$ cat src/rtl/input_ctrl_pkg.sv
// input_ctrl_pkg: shared state encoding, default geometry and counter widths for the input buffer controller
package input_ctrl_pkg;
  typedef enum logic [1:0] {IDLE, LOAD, DRAIN, DONE} state_t;
  localparam int DEF_NUM_BUF = 32;
  localparam int DEF_WORDS_PER_BUF = 7;
  localparam int DEF_ELEMS_PER_BUF = 14;
  localparam int BUF_W = $clog2(DEF_NUM_BUF);
  localparam int WORD_W = $clog2(DEF_WORDS_PER_BUF);
  // sized for the skewed drain length so both builds share one counter width
  localparam int DRAIN_W = $clog2(DEF_ELEMS_PER_BUF + DEF_NUM_BUF - 1);
endpackage

$ cat src/rtl/input_skew_gen.sv
// input_skew_gen: maps the drain count to per-lane output enables and reports the last drain count
//   drain_cnt in  drain count the enables are computed for
//   stall     in  forces all enables low
//   out_en    out per-lane output enable
//   drain_max out last drain count (D-1)
//   INPUT_SKEW_EN defined: lane i is delayed by i cycles (diagonal wavefront), D = ELEMS+NUM_BUF-1
//   INPUT_SKEW_EN undefined: all lanes enabled together, D = ELEMS
module input_skew_gen import input_ctrl_pkg::*; #(
  parameter int NUM_BUF = DEF_NUM_BUF,
  parameter int ELEMS_PER_BUF = DEF_ELEMS_PER_BUF
) (
  input  logic [DRAIN_W-1:0] drain_cnt,
  input  logic               stall,
  output logic [NUM_BUF-1:0] out_en,
  output logic [DRAIN_W-1:0] drain_max
);
`ifdef INPUT_SKEW_EN
  assign drain_max = DRAIN_W'(ELEMS_PER_BUF + NUM_BUF - 2);
  for (genvar i = 0; i < NUM_BUF; i++) begin : g_lane
    logic signed [6:0] diff;
    assign diff = $signed(7'(drain_cnt)) - $signed(7'(i));
    assign out_en[i] = !stall && !diff[6] && diff <= 7'(ELEMS_PER_BUF - 1);
  end
`else
  assign drain_max = DRAIN_W'(ELEMS_PER_BUF - 1);
  assign out_en = {NUM_BUF{!stall && drain_cnt <= drain_max}};
`endif
endmodule

$ cat src/rtl/input_array_ctrl.sv
// input_array_ctrl: loads a tile into the input buffer array word by word, then drains it towards the PE array
//   clk, rst (sync, active-high); start requests a tile in IDLE; stall freezes draining
//   s_valid/s_data/s_ready: input word handshake
//   buf_wdata/buf_fifo_en: registered write of each accepted word to one buffer (buffer-major)
//   buf_out_en: per-buffer output enable during drain; buf_nrst: one-cycle buffer clear after start
//   busy: not IDLE; done: one-cycle pulse at tile end
//   optional feature macro: INPUT_SKEW_EN (systolic skew of buf_out_en, in input_skew_gen)
module input_array_ctrl import input_ctrl_pkg::*; #(
  parameter int NUM_BUF = DEF_NUM_BUF,
  parameter int WORDS_PER_BUF = DEF_WORDS_PER_BUF,
  parameter int ELEMS_PER_BUF = DEF_ELEMS_PER_BUF
) (
  input  logic               clk,
  input  logic               rst,
  input  logic               start,
  input  logic               stall,
  input  logic               s_valid,
  input  logic [31:0]        s_data,
  output logic               s_ready,
  output logic [31:0]        buf_wdata,
  output logic [NUM_BUF-1:0] buf_fifo_en,
  output logic [NUM_BUF-1:0] buf_out_en,
  output logic               buf_nrst,
  output logic               busy,
  output logic               done
);
  state_t state, state_d;
  logic [BUF_W-1:0] buf_cnt;
  logic [WORD_W-1:0] word_cnt;
  logic [DRAIN_W-1:0] drain_cnt, drain_d, drain_max;
  logic [NUM_BUF-1:0] out_en_d;
  logic hs, last_word, last_buf, go, gate, nrst_q;
  assign hs = s_valid & s_ready;
  assign go = state == IDLE && start;
  assign last_word = word_cnt == WORD_W'(WORDS_PER_BUF - 1);
  assign last_buf = buf_cnt == BUF_W'(NUM_BUF - 1);
  assign busy = state != IDLE;
  assign done = state == DONE;
  assign buf_nrst = nrst_q & ~rst;
  always_comb begin
    state_d = state;
    drain_d = drain_cnt;
    case (state)
      IDLE: state_d = start ? LOAD : IDLE;
      LOAD: state_d = hs && last_word && last_buf ? DRAIN : LOAD;
      DRAIN: begin
        state_d = !stall && drain_cnt == drain_max ? DONE : DRAIN;
        drain_d = !stall && drain_cnt != drain_max ? drain_cnt + 1'b1 : drain_cnt;
      end
      default: state_d = IDLE;
    endcase
  end
  // enables are computed for the count the next cycle will hold, so each lane's window lines up with drain_cnt
  assign gate = state_d != DRAIN || (state == DRAIN && stall);
  input_skew_gen #(.NUM_BUF(NUM_BUF), .ELEMS_PER_BUF(ELEMS_PER_BUF)) u_skew (
    .drain_cnt(drain_d),
    .stall(gate),
    .out_en(out_en_d),
    .drain_max(drain_max)
  );
  always_ff @(posedge clk)
    if (rst) begin
      state <= IDLE;
      buf_cnt <= '0;
      word_cnt <= '0;
      drain_cnt <= '0;
      s_ready <= 1'b0;
      buf_wdata <= '0;
      buf_fifo_en <= '0;
      buf_out_en <= '0;
      nrst_q <= 1'b1;
    end else begin
      state <= state_d;
      drain_cnt <= drain_d;
      s_ready <= state_d == LOAD;
      nrst_q <= !go;
      buf_out_en <= out_en_d;
      buf_fifo_en <= hs ? {{(NUM_BUF-1){1'b0}}, 1'b1} << buf_cnt : '0;
      if (hs) buf_wdata <= s_data;
      if (go) begin
        buf_cnt <= '0;
        word_cnt <= '0;
        drain_cnt <= '0;
      end else if (hs) begin
        word_cnt <= last_word ? '0 : word_cnt + 1'b1;
        if (last_word && !last_buf) buf_cnt <= buf_cnt + 1'b1;
      end
    end
endmodule

$ cat config.mk
export PLATFORM = sky130hd
export DESIGN_NAME = input_array_ctrl
export DESIGN_NICKNAME = d
export VERILOG_FILES = /design/src/rtl/input_ctrl_pkg.sv /design/src/rtl/input_skew_gen.sv /design/src/rtl/input_array_ctrl.sv
export SDC_FILE = /design/constraint.sdc
export NUM_CORES = 1
export LEC_CHECK = 0
export ABC_AREA = 0
export BUFFER_PORTS_ARGS = -buffer_cell sky130_fd_sc_hd__buf_2
export CAP_MARGIN = 10
export CORE_ASPECT_RATIO = 1.1
export CORE_MARGIN = 10
export CORE_UTILIZATION = 47
export DETAILED_ROUTE_END_ITERATION = 8
export PLACE_DENSITY = 0.79
export SETUP_SLACK_MARGIN = 0.1
export SYNTH_ARGS = -nofsm -noshare
export SYNTH_HDL_FRONTEND = slang
export SYNTH_SLANG_ARGS = --single-unit
$ cat constraint.sdc
create_clock -name clk -period 2.3 [get_ports clk]
set_clock_uncertainty 0.2 [all_clocks]
set_input_delay 0.115 -clock clk [delete_from_list [all_inputs] [get_ports clk]]
set_output_delay 0.115 -clock clk [all_outputs]
set_load 0.01 [all_outputs]
# == Word-level counts from Yosys, hierarchy flattened ==
# Cells that the tools add are included.
# totals
output_inout_bits,100
word_cells,52
in_bits,37
ff_bits,83
# classes
bitwise_logic,4
shift,1
addsub,3
eq_ne,9
n_mux,7
reduce_logical,18
order_cmp,1
# op_table
operator,n
$shl A1 B5 Y32 const A,1
$mux W6,2
$logic_and A1 B1 Y1,8
$add A6 B1 Y6 const B,1
$eq A6 B4 Y1 const B,1
$le A6 B4 Y1 const B,1
$ne A6 B4 Y1 const B,1
$pmux W2 S3,1
$add A5 B1 Y5 const B,1
$eq A5 B5 Y1 const B,1
$eq A2 B1 Y1 const B,2
$eq A2 B2 Y1 const B,2
$logic_not A1 Y1,4
$reduce_or A2 Y1,2
$add A3 B1 Y3 const B,1
$eq A3 B3 Y1 const B,1
$mux W3,1
$and A1 B1 Y1,2
$logic_not A2 Y1,1
$mux W1,2
$mux W2,1
$ne A2 B2 Y1 const B,1
$not A1 Y1,2
$reduce_and A2 Y1,1
other kinds (2),2

# == Longest topological paths before layout ==
# Gate-level depths: netlist of run 1.
# logic_depth
ltp_word,9
mapped_depth,7
ltp_nobuf,7

# == Modules after synthesis ==
# Synthesis of run 1 repeated with hierarchy kept, for this count alone.
# hier_totals
cells_unflattened,453
area_unflattened_um2,4181.5
# by_module_without_submodules
mod,instances,cells_each,area_per_inst_um2,seq_area_each_um2
input_array_ctrl,1,412,3877.5,2282.2
input_skew_gen,1,41,304.0,0.0

# == Least setup slack after synthesis of run 1 ==
# Ideal clock, no wire load.
# synth_path
path_type,register -> register
startpoint,register buf_cnt[0]
endpoint,register buf_cnt[1]
stages_incl_launch_ff,7
required_ns,1.972
path_slack_ns,0.355
period_less_slack_ns,1.945
setup_ns,0.128
arrival_time_ns,1.617
path_buffers,0
path_cell_list,dfxtp_1 ha_1 and3_1 ha_1 nor4_4 mux2i_1 nor2_1
# synth_via
elab_chain_cells,4
word_cells_on_any_way,5
classes_between,1 x add/sub; 1 x eq/ne; 3 x reduce/logical
# synth_lines
element,line,rtl
start: declaration,input_array_ctrl.sv:28,logic [BUF_W-1:0] buf_cnt;
start signal: assignment,input_array_ctrl.sv:86,if (last_word && !last_buf) buf_cnt <= buf_cnt + 1'b1;
"parallel branches: the longest is 4 deep, another holds $add A5 B1 Y5",-,
# Parallel ways; which one is timed is not known.
# A chain may end at the register's enable or synchronous reset.

# == Worst setup path after layout of run 1 ==
# layout_path
startpoint,register drain_cnt[1]
endpoint,register buf_out_en[0] (netlist name)
# layout_via
elab_chain_cells,8
word_cells_on_any_way,14
classes_between,1 x add/sub; 1 x order compare; 3 x eq/ne; 4 x mux; 5 x reduce/logical
# layout_lines
element,line,rtl
start: declaration,input_array_ctrl.sv:30,"logic [DRAIN_W-1:0] drain_cnt, drain_d, drain_max;"
start signal: assignment,input_array_ctrl.sv:74,drain_cnt <= drain_d;
"parallel branches: the longest is 7 deep, another holds $add A6 B1 Y6",-,
$logic_and A1 B1 Y1 *,input_skew_gen.sv:26,assign out_en = {NUM_BUF{!stall && drain_cnt <= drain_max}};
# Mark *: on every way between the ends.

==> impl_results.md, run 1 <==
- CTS tree: built
- Die width: 99.6 um
- Average size of a mapped cell: 8.67 um2
- Critical Path Sink: buf_out_en[0]$_SDFF_PP0_
- Synth warn: 0
- Post-route clock period utilization: 0.900
- Core Rows: 31
- Worst IR drop on VDD: 461 uV
- Hold Fails Final Rpt: 0
- Clock-pin slew on the worst setup and hold paths: 0.09 ns
- Reg area: 0.00166 mm2
- Final nets: 560
- FILL cells: 555
- Wire length per cell: 14.4 um
- Leak pwr: 1.99 nW
- Crit path launch type: flop
- Port Buffers: 136
- Unrepaired setup endpoints after global routing: no
- Max clock buf depth: 2
- Reg-to-reg slack, setup: 0.23 ns
- Slew margin rel.: 0.569
- Gate power share: 0.079
- Post-synthesis cell type count: 47
- Pin count of the biggest net entering global routing: 36
- DP Area: 0.00379 mm2
- Worst r2r dst: buf_out_en[0]$_SDFF_PP0_
- Hold Crit Class: in -> reg
- Clock insertion delay at the later pin of the skew report: 0.35 ns
- Setup violations, final: 0
- CP Launch Point: drain_cnt[1]$_SDFF_PP0_
- Flops & latches, synth: 83
- Req. time, crit path: 2.33 ns
- GPL Wtd Cong: 0.842
- Dpl hpwl: 6020 um
- P_int: 2.00 mW
- Predominant post-synthesis flop cell: dfxtp_1
- Pwr per Cell Area: 626 mW/mm2
- DR DRC count: 0
- Syn Std Cell Area: 0.00328 mm2
- Net count after synthesis: 424
- Clk network pwr share: 0.375
- Via Count: 2,943
- Status: finished, final reports clean
- Number of max-cap violations: 0
- Worst-margin pin slew: 0.646 ns
- Async SR Flop Fraction: 0
- Initial Utilization: 0.491
- CTS Sinks: 83
- Antenna viol nets, final: 0
- Core area: 0.00667 mm2
- Reg2reg path depth: 6
- Drt pass-1 iters: 4
- Sum Neg Setup Slack: 0 ns
- Reg2reg start: drain_cnt[1]$_SDFF_PP0_
- Grt ovf: 0
- Layout area overhead: 32.6%
- CP Data Arrival Time: 2.10 ns
- Initial antenna violation count: 2
- Vias in the first global route: 2,941
- GRT Total Usage: 0.160
- Share of the yosys chip area belonging to registers: 0.507
- Switch Pwr: 0.720 mW
- IO Pins: 137
- H-tree Lvls: 3
- Routed WL: 8700 um
- Synthesized instance count: 378
- Sequential share of power: 0.545
- Final Max Slew Viols: 0
- Worst setup EP type: flop
- Layout cell share with drive strength beyond 1: 0.314
- Cts bufs inserted: 9
- Setup Crit Path Kind: reg -> reg
- Fmax: 0.483 GHz
- Worst-path maximum fanout: 5
- Min Clock Period, post-route: 2.07 ns
- Iter 0 DRT Violations: 151
- Vias per cell: 4.88
- Die ar.: 0.0107 mm2
- Global-route wire length before repair: 14,000 um
- Chip Height: 108 um
- Post-route cell area: 0.00434 mm2
- Footprint of the multi-input gates: 0.00128 mm2
- Root Driver: clkbuf_8
- Number of synthesized flops with an enable pin: 0
- Sw frac: 0.265
## per-stage QoR
stage | instances | setup WS, ns | total power [mW] | utilization | hold slack [ns]
after global routing | 603 | 0.119 | 2.83 | 0.651 | 0.0475
after global placement | 550 | 0.262 | 1.68 | 0.568 | 0.131
final | 603 | 0.231 | 2.72 | 0.651 | 0.0594
after floorplan | 378 | 0.355 | 1.60 | - | -0.00112
after CTS | 601 | 0.202 | 2.74 | 0.649 | 0.0331
after detailed placement | 550 | 0.214 | 1.68 | 0.568 | 0.133
## layout make-up
cell class                      count  share of cell area
Clock buffer                        9              0.0285
Inverter                            8             0.00691
Tap cell                           82              0.0236
Multi-Input combinational cell    238               0.296
Antenna cell                        2             0.00115
Sequential cell                    83               0.383
Timing Repair Buffer              174               0.245
Clock inverter                      7              0.0158
## how the worst min path moves through the flow
stage / from / endpoint / slack (ns) / cells after the start
final: stall / drain_cnt[2]$_SDFF_PP0_ / 0.06 / 4
after detailed placement: start / nrst_q$_SDFF_PP1_ / 0.13 / 2
after global routing: stall / drain_cnt[2]$_SDFF_PP0_ / 0.05 / 4
after global placement: start / nrst_q$_SDFF_PP1_ / 0.13 / 2
after floorplan: start / nrst_q$_SDFF_PP1_ / -0.001 / 1
after CTS: stall / drain_cnt[2]$_SDFF_PP0_ / 0.03 / 4
## kinds of logic after synthesis
| kind of cell | synth area share |
|---|---|
| flops | 0.507 |
| xor+xnor | 0.0107 |
| buf+inv | 0.103 |
| fa+ha+maj | 0.0344 |
| compound gates | 0.0978 |
| simple gates | 0.238 |
| mux | 0.00916 |
## per-layer routing
| metal | up-vias | track usage | wire length [um] |
|---|---|---|---|
| met5 | - | 0 | 0 |
| met3 | 14 | 0.0745 | 766 |
| met2 | 109 | 0.282 | 4410 |
| met4 | 0 | 0.0686 | 204 |
| li1 | 1482 | - | - |
| met1 | 1338 | 0.157 | 3320 |
## critical path: stages (launching register included)
cell and delay [ns]:
dfxtp_1 0.40, inv_1 0.08, ha_1 0.31, or3b_2 0.45, o22a_1 0.16, a32oi_1 0.28, nor4bb_2 0.08
## power by group through the flow
stage | combinational (mW) | sequential (mW) | clock [mW]
after floorplan | 0.0778 | 1.52 | 0
after global placement | 0.164 | 1.52 | 0
after detailed placement | 0.166 | 1.52 | 0
after CTS | 0.213 | 1.48 | 1.05
after global routing | 0.238 | 1.49 | 1.11
final | 0.216 | 1.48 | 1.02
## timing repair
action / 4_1_cts / 5_1_grt
endpoints found under the hold margin: 36 / 0
buffers inserted: 0 / 0
resized for setup: 0 / 3
setup endpoints to repair: 0 / 1
hold buffers: 35 / 0
## layout by cell type (no fill, tap or decap), types with 5 or more instances in the layout
cell / instances
a21oi_1: 38
nor2_1: 47
nand4b_1: 5
inv_1: 8
ha_1: 9
nand2_1: 80
buf_2: 136
clkbuf_8: 9
dlygate4sd3_1: 35
dfxtp_1: 81
## flip-flops by register name, indices dropped and copies added, names as in the netlist
name	cells
buf_fifo_en	32
buf_cnt	5
state	2
s_ready	1
buf_wdata	32
nrst_q	1
word_cnt	3
drain_cnt	6
buf_out_en	1
## cell usage after synthesis (all sizes together) (2+ instances only)
master,n,area (um2)
nor2b,3,18.8
and2,2,12.5
xor2,2,17.5
a21oi,38,190
clkbuf,11,41.3
nor3,3,15.0
nand2b,3,18.8
ha,9,113
a21o,2,15.0
xnor2,2,17.5
nor2,47,176
mux2i,3,30.0
nand4b,5,43.8
and3,3,18.8
nor4bb,2,20.0
dfxtp,83,1660
buf,38,267
nand2,80,300
nand3,3,15.0
nor4,2,27.5
a211oi,3,22.5
nor3b,3,33.8
o21ai,3,15.0
inv,8,30.0
or2,2,12.5
(Power assumes the default switching activity.)
==> run 2: changes to the inputs <==
--- a/config.mk
+++ b/config.mk
@@ -10,9 +10,10 @@
 export CAP_MARGIN = 10
 export CORE_ASPECT_RATIO = 1.1
 export CORE_MARGIN = 10
-export CORE_UTILIZATION = 47
+export CORE_UTILIZATION = 51
 export DETAILED_ROUTE_END_ITERATION = 8
-export PLACE_DENSITY = 0.79
+export PLACE_DENSITY = 0.84
+export REMOVE_ABC_BUFFERS = 1
 export SETUP_SLACK_MARGIN = 0.1
 export SYNTH_ARGS = -nofsm -noshare
 export SYNTH_HDL_FRONTEND = slang
==> constraint.sdc (replaced) <==
create_clock -name clk -period 2.5 [get_ports clk]
set_clock_uncertainty 0.2 [all_clocks]
set_input_delay 0.125 -clock clk [delete_from_list [all_inputs] [get_ports clk]]
set_output_delay 0.125 -clock clk [all_outputs]
set_load 0.01 [all_outputs]
==> run 2 against run 1 <==
Net effect:
- count of clock-buffer cells in the layout increased by 2
- critical path depth down 1
- global-route usage is 2.4 points higher
- total power is 5.6% lower
- routed wire length grew 8.8%
- largest cell class unchanged
- highest routed layer unchanged
- sequential power shrank 7%
- flip-flop and latch count did not move
==> impl_results.md, run 2 (synthesis gave the netlist of run 1 again) <==
- Grt ovf: 0 (unchanged)
- Core Rows: 30 (-3.2%)
- Die ar.: 0.0100 mm2 (-6.4%)
- Most common cell after layout, fill and taps aside: buf_2
- Dpl hpwl: 6100 um (+1.4%)
- Port Buffers: 136 (unchanged)
- Iter 0 DRT Violations: 126 (-17%)
- H-tree Lvls: 3 (unchanged)
- Crit path launch type: flop
- Worst IR drop on VDD: 433 uV (-6.0%)
- Setup violations, final: 0 (unchanged)
- Worst-path maximum fanout: 35 (+30)
- Util after Layout: 0.715 (+0.0642)
- Pin count of the biggest net entering global routing: 36 (unchanged)
- Top flop regs: buf_fifo_en: 32 flops, buf_wdata: 32 flops, drain_cnt: 6 flops
- Wire length per cell: 15.5 um (+7.7%)
- Number of max-cap violations: 0 (unchanged)
- Most frequent cells in the layout: buf_2, dfxtp_1, nand2_1
- Post-route cell area: 0.00443 mm2 (+2.0%)
- Layout area overhead: 35.2%
- Layout cell share with drive strength beyond 1: 0.304 (-0.0105)
- Chip Height: 104 um (-3.3%)
- Min Clock Period, post-route: 2.16 ns (+0.0954 ns)
- Cts bufs inserted: 9 (unchanged)
- CP Data Arrival Time: 2.24 ns (+0.14 ns)
- CTS tree: built
- Status: finished, final reports clean
- Final Max Slew Viols: 0 (unchanged)
- DR DRC count: 0 (unchanged)
- Vias in the first global route: 3,071 (+4.4%)
- DP Area: 0.00378 mm2 (about the same)
- Max clock buf depth: 2 (unchanged)
- Hold Crit Class: in -> reg
- Global-route wire length before repair: 14,900 um (+6.5%)
- Post-route clock period utilization: 0.866 (-0.0338)
- Antenna viol nets, final: 0 (unchanged)
- Pwr per Cell Area: 579 mW/mm2 (-7.5%)
- Power, Total: 2.57 mW (-5.6%)
- Sum Neg Setup Slack: 0 ns (unchanged)
- Fmax: 0.462 GHz (-4.4%)
- Slew margin rel.: 0.571 (+0.00157)
- Hold Fails Final Rpt: 0 (unchanged)
- Initial Utilization: 0.529 (+0.0379)
- Root Driver: clkbuf_8
- Drt pass-1 iters: 5 (+1)
- Vias per cell: 5.03 (+3.1%)
- GRT Total Usage: 0.184 (+0.0243)
- GPL Wtd Cong: 0.867 (+2.9%)
- Setup Crit Path Kind: reg -> reg
- Clock-pin slew on the worst setup and hold paths: 0.08 ns (about the same)
- Worst-margin pin slew: 0.643 ns (-0.00236 ns)
- Die width: 96.4 um (-3.2%)
- Final nets: 568 (+1.4%)
- Via Count: 3,063 (+4.1%)
- Unrepaired setup endpoints after global routing: no
- Core area: 0.00619 mm2 (-7.2%)
- Initial antenna violation count: 1 (-1)
- Leak pwr: 2.06 nW (+3.2%)
- IO Pins: 137 (unchanged)
- Req. time, crit path: 2.58 ns (+0.25 ns)
- CTS Sinks: 83 (unchanged)
- Worst setup EP type: flop
- Routed WL: 9460 um (+8.8%)
- Clock insertion delay at the later pin of the skew report: 0.34 ns (about the same)
-- run 2: critical path: stages, from the launching register on --
cell and delay [ns]:
dfxtp_1 0.36, nand2_1 0.24, buf_4 0.41, nand2_1 0.10
a21oi_1 0.19, dlygate4sd3_1 0.60
-- run 2: cell type report --
type	count	area (um2)
Multi-Input combinational cell	238	1280
Fill cell	463	1760
Sequential cell	83	1660
Antenna cell	2	5.00
Timing Repair Buffer	182	1150
Inverter	8	30.0
Clock buffer	11	151
Tap cell	80	100
Clock inverter	5	58.8
-- run 2: per-layer routing --
metal | vias to the layer above | part of all wire | wire (um) | global-route usage
met5 | - | 0 | 0 | 0
met2 | 132 | 0.54 | 5090 | 0.322
met3 | 23 | 0.095 | 895 | 0.0679
met4 | 0 | 0.031 | 297 | 0.0956
met1 | 1414 | 0.34 | 3190 | 0.180
li1 | 1494 | - | - | -
-- run 2: final timing paths --
kind	depth (start not counted)	startpoint	slack [ns]	endpoint
worst max-delay path	5	s_ready$_SDFF_PP0_	0.34	buf_wdata[22]$_SDFFE_PP0P_
worst min-delay path	4	stall	0.08	drain_cnt[2]$_SDFF_PP0_
worst max register to register	5	s_ready$_SDFF_PP0_	0.34	buf_wdata[22]$_SDFFE_PP0P_
worst min register to register	2	buf_wdata[14]$_SDFFE_PP0P_	0.26	buf_wdata[14]$_SDFFE_PP0P_
-- run 2: metrics by stage --
step                setup slack (ns)  hold slack, ns  std cells
floorplan                     -0.151        -0.00593        329
global placement               0.466           0.150        548
detailed placement             0.417           0.157        548
CTS                            0.388          0.0399        607
global route                   0.202           0.110        608
finish                         0.336          0.0769        609
-- run 2: where the power goes --
group	total (mW)	internal, mW	switching (mW)
clock network	0.988	0.518	0.471
logic	0.211	0.105	0.106
registers	1.37	1.35	0.0194
total	2.57	1.97	0.596
-- run 2: what timing repair did --
item	CTS	global route
setup buffers	0	0
hold endpoints to repair	34	0
hold buffers	43	0
resized for setup	0	0
